[config.mk]
export PLATFORM = sky130hd
export DESIGN_NAME = onehot_key_capture_flat
export DESIGN_NICKNAME = d
export VERILOG_FILES = /design/src/rtl/onehot_key_capture_if.sv /design/src/rtl/onehot_key_capture.sv /design/src/flat_wrapper.sv
export SDC_FILE = /design/constraint.sdc
export NUM_CORES = 1
export LEC_CHECK = 0
export BUFFER_PORTS_ARGS = -buffer_cell sky130_fd_sc_hd__buf_4
export CORE_UTILIZATION = 50
export DETAILED_ROUTE_END_ITERATION = 16
export GPL_TIMING_DRIVEN = 0
export HOLD_SLACK_MARGIN = 0.05
export PLACE_DENSITY_LB_ADDON = 0.12
export SETUP_SLACK_MARGIN = 0.4
export SLEW_MARGIN = 20
export SYNTH_ARGS = -nofsm -noshare
export SYNTH_HDL_FRONTEND = slang
export SYNTH_SLANG_ARGS = --single-unit
[constraint.sdc]
create_clock -name Clk -period 2.01 [get_ports Clk]
set_input_delay 0.1005 -clock Clk [delete_from_list [all_inputs] [get_ports Clk]]
set_output_delay 0.1005 -clock Clk [all_outputs]
set_load 0.02 [all_outputs]
[src/rtl/onehot_key_capture_if.sv]
// Consumer-facing handshake bundle of the key capture stage.
// The capture stage is the master: it presents the one-hot code, the
// Valid level and the Multi_err pulse; the consumer returns Ack.
interface onehot_key_capture_if;
  logic [7:0] Data_out;
  logic       Valid;
  logic       Ack;
  logic       Multi_err;

  modport master (
    output Data_out,
    output Valid,
    output Multi_err,
    input  Ack
  );

  modport slave (
    input  Data_out,
    input  Valid,
    input  Multi_err,
    output Ack
  );
endinterface

[src/rtl/onehot_key_capture.sv]
// Key capture front end for the 8-to-3 encoder.
// Raw key lines pass through a two-flop synchronizer. A single-key press is
// accepted after DEBOUNCE_CYCLES identical samples. The captured one-hot
// code is then held on Data_out with Valid high until Ack is seen. After
// that, the keys must stay fully released for DEBOUNCE_CYCLES samples
// before another press can be considered.
module onehot_key_capture #(
  parameter int DEBOUNCE_CYCLES = 16
) (
  input  logic                        Clk,
  input  logic                        Reset,
  input  logic [7:0]                  Keys_in,
  onehot_key_capture_if.master        bus
);

  localparam int CNT_W = $clog2(DEBOUNCE_CYCLES + 1);
  localparam logic [CNT_W-1:0] CNT_LAST = CNT_W'(DEBOUNCE_CYCLES - 1);

  typedef enum logic [1:0] {
    IDLE,
    DEBOUNCE,
    PRESSED,
    WAIT_RELEASE
  } state_t;

  logic [7:0]       sync1_q, sync2_q;
  state_t           state_q, state_d;
  logic [7:0]       cand_q, cand_d;
  logic [CNT_W-1:0] cnt_q, cnt_d;
  logic [7:0]       data_q, data_d;
  logic             valid_q, valid_d;
  logic             multi_q, multi_d;

  logic [7:0] s;
  logic       s_multi;
  logic       s_onehot;

  // Two-flop synchronizer on the asynchronous key lines.
  always_ff @(posedge Clk) begin
    // NOTE: state in clocked blocks uses <= so every flop samples pre-edge values.
    if (Reset) begin
      sync1_q <= 8'h00;
      sync2_q <= 8'h00;
    end else begin
      sync1_q <= Keys_in;
      sync2_q <= sync1_q;
    end
  end

  // Clearing the lowest set bit leaves a non-zero value only when two or more keys are high.
  assign s        = sync2_q;
  assign s_multi  = (s & (s - 8'd1)) != 8'h00;
  assign s_onehot = (s != 8'h00) && !s_multi;

  // FSM and datapath registers.
  always_ff @(posedge Clk) begin
    if (Reset) begin
      state_q <= IDLE;
      cand_q  <= 8'h00;
      cnt_q   <= '0;
      data_q  <= 8'h00;
      valid_q <= 1'b0;
      multi_q <= 1'b0;
    end else begin
      state_q <= state_d;
      cand_q  <= cand_d;
      cnt_q   <= cnt_d;
      data_q  <= data_d;
      valid_q <= valid_d;
      multi_q <= multi_d;
    end
  end

  // Next-state and next-output decode for the press/release debounce FSM.
  always_comb begin
    // NOTE: every output of this block gets a default first, so no path can infer a latch.
    state_d = state_q;
    cand_d  = cand_q;
    cnt_d   = cnt_q;
    data_d  = data_q;
    valid_d = valid_q;
    multi_d = 1'b0;

    case (state_q)
      IDLE: begin
        if (s_onehot) begin
          cand_d  = s;
          cnt_d   = CNT_W'(1);
          state_d = DEBOUNCE;
        end
      end

      DEBOUNCE: begin
        if (s == cand_q) begin
          if (cnt_q == CNT_LAST) begin
            data_d  = cand_q;
            valid_d = 1'b1;
            cnt_d   = '0;
            state_d = PRESSED;
          end else begin
            cnt_d = cnt_q + CNT_W'(1);
          end
        end else begin
          // The candidate is abandoned. Report it only when a second key caused the abort.
          cnt_d   = '0;
          state_d = IDLE;
          multi_d = s_multi;
        end
      end

      PRESSED: begin
        // Key activity is ignored here. Only the consumer's Ack moves us on.
        if (bus.Ack) begin
          valid_d = 1'b0;
          cnt_d   = '0;
          state_d = WAIT_RELEASE;
        end
      end

      WAIT_RELEASE: begin
        if (s == 8'h00) begin
          if (cnt_q == CNT_LAST) begin
            cnt_d   = '0;
            state_d = IDLE;
          end else begin
            cnt_d = cnt_q + CNT_W'(1);
          end
        end else begin
          cnt_d = '0;
        end
      end

      default: begin
        cnt_d   = '0;
        state_d = IDLE;
      end
    endcase
  end

  assign bus.Data_out  = data_q;
  assign bus.Valid     = valid_q;
  assign bus.Multi_err = multi_q;

endmodule

[src/flat_wrapper.sv]
// flat-port wrapper written by rule: the top's interface ports become plain ports
module onehot_key_capture_flat 
#(
  parameter int DEBOUNCE_CYCLES = 16
)
  (Clk, Reset, Keys_in, bus_Data_out, bus_Valid, bus_Multi_err, bus_Ack);
  onehot_key_capture_if bus_i ();
  input  logic Clk;
  input  logic Reset;
  input  logic [7:0] Keys_in;
  output wire logic [$bits(bus_i.Data_out)-1:0] bus_Data_out;
  output wire logic [$bits(bus_i.Valid)-1:0] bus_Valid;
  output wire logic [$bits(bus_i.Multi_err)-1:0] bus_Multi_err;
  input wire logic [$bits(bus_i.Ack)-1:0] bus_Ack;
  assign bus_Data_out = bus_i.Data_out;
  assign bus_Valid = bus_i.Valid;
  assign bus_Multi_err = bus_i.Multi_err;
  assign bus_i.Ack = bus_Ack;
  onehot_key_capture #(.DEBOUNCE_CYCLES(DEBOUNCE_CYCLES)) u_core (.Clk(Clk), .Reset(Reset), .Keys_in(Keys_in), .bus(bus_i));
endmodule
==> results of run 1 <==
==> metrics by stage <==
step	setup TNS, ps	instance area [um2]	std cells	setup WS (ps)	power (mW)
2_1_floorplan	-304	1680	169	-38.1	1.03
3_3_place_gp	-1560	1880	233	-202	1.07
3_5_place_dp	-2070	1880	233	-246	1.08
4_1_cts	-189	2160	257	-44.3	1.56
5_1_grt	-1530	2180	258	-150	1.64
6_report	-291	2180	258	-51.5	1.56
==> cell families (layout without fill, tap and decap cells) <==
logic type,Yosys count,after routing,synth area share [%]
adder cells (fa/ha/maj),2,2,1.36
AND/OR/NAND/NOR,69,69,23.0
XOR/XNOR,8,8,4.24
AO/OA/AOI/OAI,24,24,9.92
multiplexers,16,16,9.69
flip-flops,41,41,49.7
buffers and inverters,9,54,2.12
==> final cells by class <==
type / instances / share of cell area [%]
sequential: 41 / 38.1
multi-input combinational: 119 / 39.5
timing repair buffer: 37 / 14.2
tap: 44 / 2.53
inverter: 2 / 0.345
clock buffer: 5 / 1.72
buffer: 7 / 2.35
clock inverter: 3 / 1.15
==> final timing paths <==
| kind | slack, ps | to |
|---|---|---|
| setup / recovery | -50 | u_core.cnt_q[0] |
| hold / removal | 100 | u_core.bus.Valid |
| setup reg to reg | -50 | u_core.cnt_q[0] |
| hold reg to reg | 440 | u_core.s[4] |
==> timing repair <==
| item | in CTS | in global routing |
|---|---|---|
| endpoints found under the setup margin | 25 | 25 |
| hold buffers | 8 | 0 |
| setup buffers | 7 | 1 |
| gates cloned | 1 | 0 |
| hold endpoints to repair | 8 | 0 |
| gates resized for setup | 23 | 4 |
| pin swaps | 11 | 5 |
==> routing by layer <==
metal / global-route usage (%) / wire length, um / vias up
met5: 0 / 0 / -
met2: 39.5 / 1880 / 42
li1: - / - / 665
met3: 7.86 / 171 / 0
met4: 6.31 / 0 / 0
met1: 23.7 / 1430 / 620
==> flip-flops by register name, summed over array words and instances, names as in the netlist, named ones only <==
signal and flops:
u_core.bus.Data_out 8, u_core.cand_q 8, u_core.s 8, u_core.sync1_q 8, u_core.cnt_q 5, u_core.bus.Multi_err 1, u_core.bus.Valid 1, u_core.state_q 1
==> worst min-delay path, delay by kind of cell <==
family	cells	cell delay [ps]
AO/OA/AOI/OAI	2	190
AND/OR/NAND/NOR	1	40
buffers and inverters	1	80
==> where the power goes <==
group / internal, mW / switching, mW
logic: 0.137 / 0.120
clock network: 0.145 / 0.292
registers: 0.842 / 0.0253
==> cells in the final DEF (no fill, tap or decap), types with 2 or more instances in the layout <==
master / Yosys / routed
a211o_1: 2 / 2
a211oi_1: 2 / 2
a21oi_1: 8 / 7
and3_1: 2 / 2
buf_4: 0 / 29
clkbuf_1: 5 / 3
clkbuf_4: 0 / 5
dfxtp_1: 41 / 35
dfxtp_2: 0 / 5
dlygate4sd3_1: 0 / 8
inv_6: 0 / 2
mux2i_1: 16 / 16
nand2_1: 9 / 9
nand2b_1: 4 / 4
nor2_1: 19 / 18
nor2b_1: 16 / 16
nor3_1: 5 / 3
nor3_2: 0 / 2
nor3b_1: 4 / 4
o21ai_1: 0 / 6
xor2_1: 8 / 8
==> impl_metrics.toml, run 1 <==
[sta]
max_slew_margin_pct = 64.2
setup_violations = 11
hold_viol = 0
min_period_over_period_pct = 103
finalClockSkew_ps = 11.1
finalMaxSlewViolations = 0
tightest_slew_ps = 537
fmax_ghz = 0.485
whs_ps = 98.6
timing.final.ws_setup_ps = -51.5
min_period_ps = 2060
rsz0062_at_grt = "yes"

[synth]
syn_inst = 169
ys_types = 32
postSynthAreaPerCell_um2 = 9.78
yosys_warnings = 0
yosys.area.top_type_share_pct = 49.7
synth-seq-cells = 41
syn-num-nets = 181
ys_seq_area_share_pct = 49.7
synthTopCellsByArea = "dfxtp_1 50%, mux2i_1 9.7%, nor2b_1 6.1%, nor2_1 4.3%, xor2_1 4.2%"
netlist_top_cells_count = "41 x dfxtp_1, 19 x nor2_1, 16 x mux2i_1, 16 x nor2b_1, 9 x nand2_1"
synth_area_um2 = 1650
synth.largest_area_cell = "dfxtp_1"
synthArstFlopShare_pct = 0
synth_ff_type = "dfxtp_1"
synth-edff-count = 0
synth_most_common_cell = "dfxtp_1"

[detailed_routing]
viasPerCell = 5.14
route.detailed.drc = 0
ant_nets = 0
drtPass1Iterations = 4
drtIter0Drc = 77
detail_route.wl_per_cell_um = 13.5
routed_wl_um = 3480
vias = 1327

[cells_and_area]
multi_input_area_um2 = 861
utilization_pct = 70.2
fin_nets = 225
nFillCells = 250
final_layout_size_suffix_gt1_share_pct = 30.4
synthToLayoutAreaGrowth_pct = 31.8
antenna_cells = 0
ff_latch_area_um2 = 831

[grt]
grt_pass1_wl_um = 5580
antenna_found_initial = 0
gr-total-overflow = 0
first_global_vias = 1277
gr-usage-all-layers_pct = 21.8
grt_start_max_net_pins = 16

[setup_path]
cp_slowest_cell = "or4_4"
end_kind = "flop"
crit_required_ps = 2290
cpPeakStageDelay_ps = 580
path_max_fanout = 5
crit_buf_inv = 0
crit_cells = 6
crit_start = "u_core.s[1]"
cp_top_family = "simple AND/OR/NAND/NOR gates"
path_cells = "or4_4 -> or3_4 -> or2_4 -> o22ai_4 -> a21oi_1 -> nor3_1"
criticalPathCategory = "flop to flop"
r2r_start = "u_core.s[1]"
cp.arrival_ps = 2340
crit_path_start_kind = "flop"
r2r_cells = 6

[clocking]
cts_root_buffer = "clkbuf_4"
ctsHtreeMaxLevel = 2
cts_buffer_depth = 2
cts.reportedPaths.clkPinSlew_ps = 130
cts_tree = "yes"
numCtsBuffers = 5
clock_sinks = 41
clk_latency_ps = 360

[run]
max_cap_viol_count = 0

[power]
power_density_nw_per_um2 = 717
p_leak_nw = 0.895
max-vdd-ir-drop_mv = 0.473

[placement]
gp_congestion = 0.784
dpl.hpwl_um = 2180
port_buffers = 20

[floorplanning]
core_um2 = 3100
start_util_pct = 53.3
die-area_um2 = 3540
die_x_um = 59.5
dieHeight_um = 59.5
pin_count = 21
num_rows = 20

[hold_path]
hold-path-cell-count = 4
hold_class = "primary input to flop"
hp-start = "bus_Ack"

[run_status]
violations = "negative setup slack"
status = "finished, violations left"
Power figures use the tool's default switching activity.
==> run 2: changes to the inputs <==
ABC_AREA = 1   (was not set)
CORE_UTILIZATION = 25   (was 50)
==> impl_metrics.toml, run 2 <==
[setup_path]
end_kind = "flop"
criticalPathCategory = "flop to flop"
path_max_fanout = 8
crit_path_start_kind = "flop"
crit_required_ps = 2200
cp.arrival_ps = 1790

[clocking]
clk_latency_ps = 300
clock_sinks = 41
cts_root_buffer = "clkbuf_8"
cts_tree = "yes"
ctsHtreeMaxLevel = 2
cts_buffer_depth = 2
cts.reportedPaths.clkPinSlew_ps = 90
numCtsBuffers = 5

[synth]
synth.largest_area_cell = "dfxtp_1"
synth_area_um2 = 1850
synth_most_common_cell = "dfxtp_1"
synthArstFlopShare_pct = 0
postSynthAreaPerCell_um2 = 7.62
yosys.area.top_type_share_pct = 44.4
netlist_top_cells_count = "41 x dfxtp_1, 39 x inv_1, 38 x nand2_1"
synthTopCellsByArea = "dfxtp_1 44%, inv_1 7.9%, nand2_1 7.7%, nor2_1 6.3%, a21oi_1 5.1%"
syn_inst = 243
synth-seq-cells = 41
synth_ff_type = "dfxtp_1"
yosys_warnings = 0
ys_seq_area_share_pct = 44.4
syn-num-nets = 255
synth-edff-count = 0
ys_types = 34

[sta]
setup_violations = 0
rsz0062_at_grt = "yes"
min_period_ps = 1600
tightest_slew_ps = 520
hold_viol = 0
fmax_ghz = 0.626
min_period_over_period_pct = 79.5
fin_tns_setup_ps = 0
max_slew_margin_pct = 65.4
finalClockSkew_ps = 7.44
finalMaxSlewViolations = 0

[cells_and_area]
utilization_pct = 35.2
final_cell_mix = "39 x inv_1, 37 x nand2_1, 32 x dfxtp_1"
fin_nets = 297
multi_input_area_um2 = 887
final_layout_size_suffix_gt1_share_pct = 30.4
antenna_cells = 0
final_cells = 382
final_area_um2 = 2460
final_common_cell = "inv_1"
synthToLayoutAreaGrowth_pct = 32.7
nFillCells = 776
ff_latch_area_um2 = 842

[detailed_routing]
route.detailed.drc = 0
viasPerCell = 4.15
ant_nets = 0
routed_wl_um = 3890
drtIter0Drc = 51
drtPass1Iterations = 7
detail_route.wl_per_cell_um = 10.2
vias = 1586

[floorplanning]
pin_count = 21
num_rows = 30
core_um2 = 6980
die-area_um2 = 7750
die_x_um = 88.0
start_util_pct = 26.5
dieHeight_um = 88.0

[grt]
antenna_found_initial = 0
first_global_vias = 1446
grt_start_max_net_pins = 15
grt_pass1_wl_um = 6640
gr-total-overflow = 0
gr-usage-all-layers_pct = 11.3

[run_status]
status = "completed"

[power]
max-vdd-ir-drop_mv = 0.247
total_power_mw = 1.90
power_density_nw_per_um2 = 773
p_leak_nw = 1.09

[placement]
port_buffers = 20
dpl.hpwl_um = 2700
gp_congestion = 0.748
dp.cells = 359
dpl_cell_area_um2 = 2120

[run]
max_cap_viol_count = 0

[hold_path]
hold_class = "primary input to flop"
## run 2: cell count changes in the layout (fill, tap and decap cells not counted), sizes merged, moves of 4 or more
cell    change
mux2i      -16
nand2b      -4
o21ai      +10
nor3b       -4
nand3      +11
xor2        -8
nor3        -4
nor2b      -16
nor2       +22
a21oi      +14
nand2      +34
inv        +39
## run 2: worst max-delay path, cell delays in order, from the launching register on
cell and delay (ps):
dfxtp_4 360, nor2_4 180, nand2_4 100, nand2_2 70, nand3_2 90, nor2_4 110
nand2_2 60, inv_2 70, nand3_4 120, buf_6 180, o21ai_2 100, a21oi_1 50
## run 2: cell type report
| class | count | share of cell area, % |
|---|---|---|
| sequential | 41 | 34.3 |
| tap | 96 | 4.89 |
| clock inverter | 3 | 0.866 |
| clock buffer | 5 | 2.80 |
| multi-input combinational | 152 | 36.1 |
| timing repair buffer | 35 | 12.4 |
| buffer | 6 | 1.73 |
| inverter | 44 | 6.93 |
## run 2: power breakdown
group	total (mW)	internal [mW]	switching, mW
clock network	0.557	0.247	0.310
logic	0.425	0.173	0.251
registers	0.917	0.871	0.0457
total	1.90	1.29	0.607
## run 2: worst paths after layout
path | from | end | slack [ps] | cells past startpoint
setup / recovery | u_core.s[0] | u_core.cand_q[5] | 410 | 11
hold / removal | Reset | u_core.cand_q[7] | 90 | 4
setup reg to reg | u_core.s[0] | u_core.cand_q[5] | 410 | 11
hold reg to reg | u_core.sync1_q[5] | u_core.s[5] | 400 | 2
## run 2: what timing repair did
item / in CTS / in global routing
setup endpoints to repair: 6 / 24
cloned: 1 / 1
pin swaps: 2 / 7
hold buffers: 8 / 0
hold endpoints to repair: 8 / 0
gates resized for setup: 5 / 29
setup buffers: 1 / 4
## run 2: per-layer routing
layer | track usage [%] | wire, um | vias up
met3 | 3.11 | 180 | 7
met4 | 5.43 | 77 | 0
met2 | 18.1 | 1780 | 41
met1 | 14.2 | 1850 | 694
met5 | 0 | 0 | -
li1 | - | - | 844
## run 2: per-stage QoR
| stage | hold slack, ps | setup WS (ps) |
|---|---|---|
| floorplan | 207 | 559 |
| global placement | 307 | 292 |
| detailed placement | 307 | 291 |
| CTS | 86.0 | 370 |
| global route | 128 | 253 |
| finish | 89.5 | 412 |
## run 2: cell families (layout without fill, tap and decap cells)
family                   after synthesis  count (layout)  share of synthesized area, %
AND/OR/NAND/NOR                      103             103                          28.2
flip-flops                            41              41                          44.4
XOR/XNOR                               3               3                          1.42
adder cells (fa/ha/maj)                1               1                         0.676
buffers and inverters                 50              93                          11.1
AO/OA/AOI/OAI                         45              45                          14.3
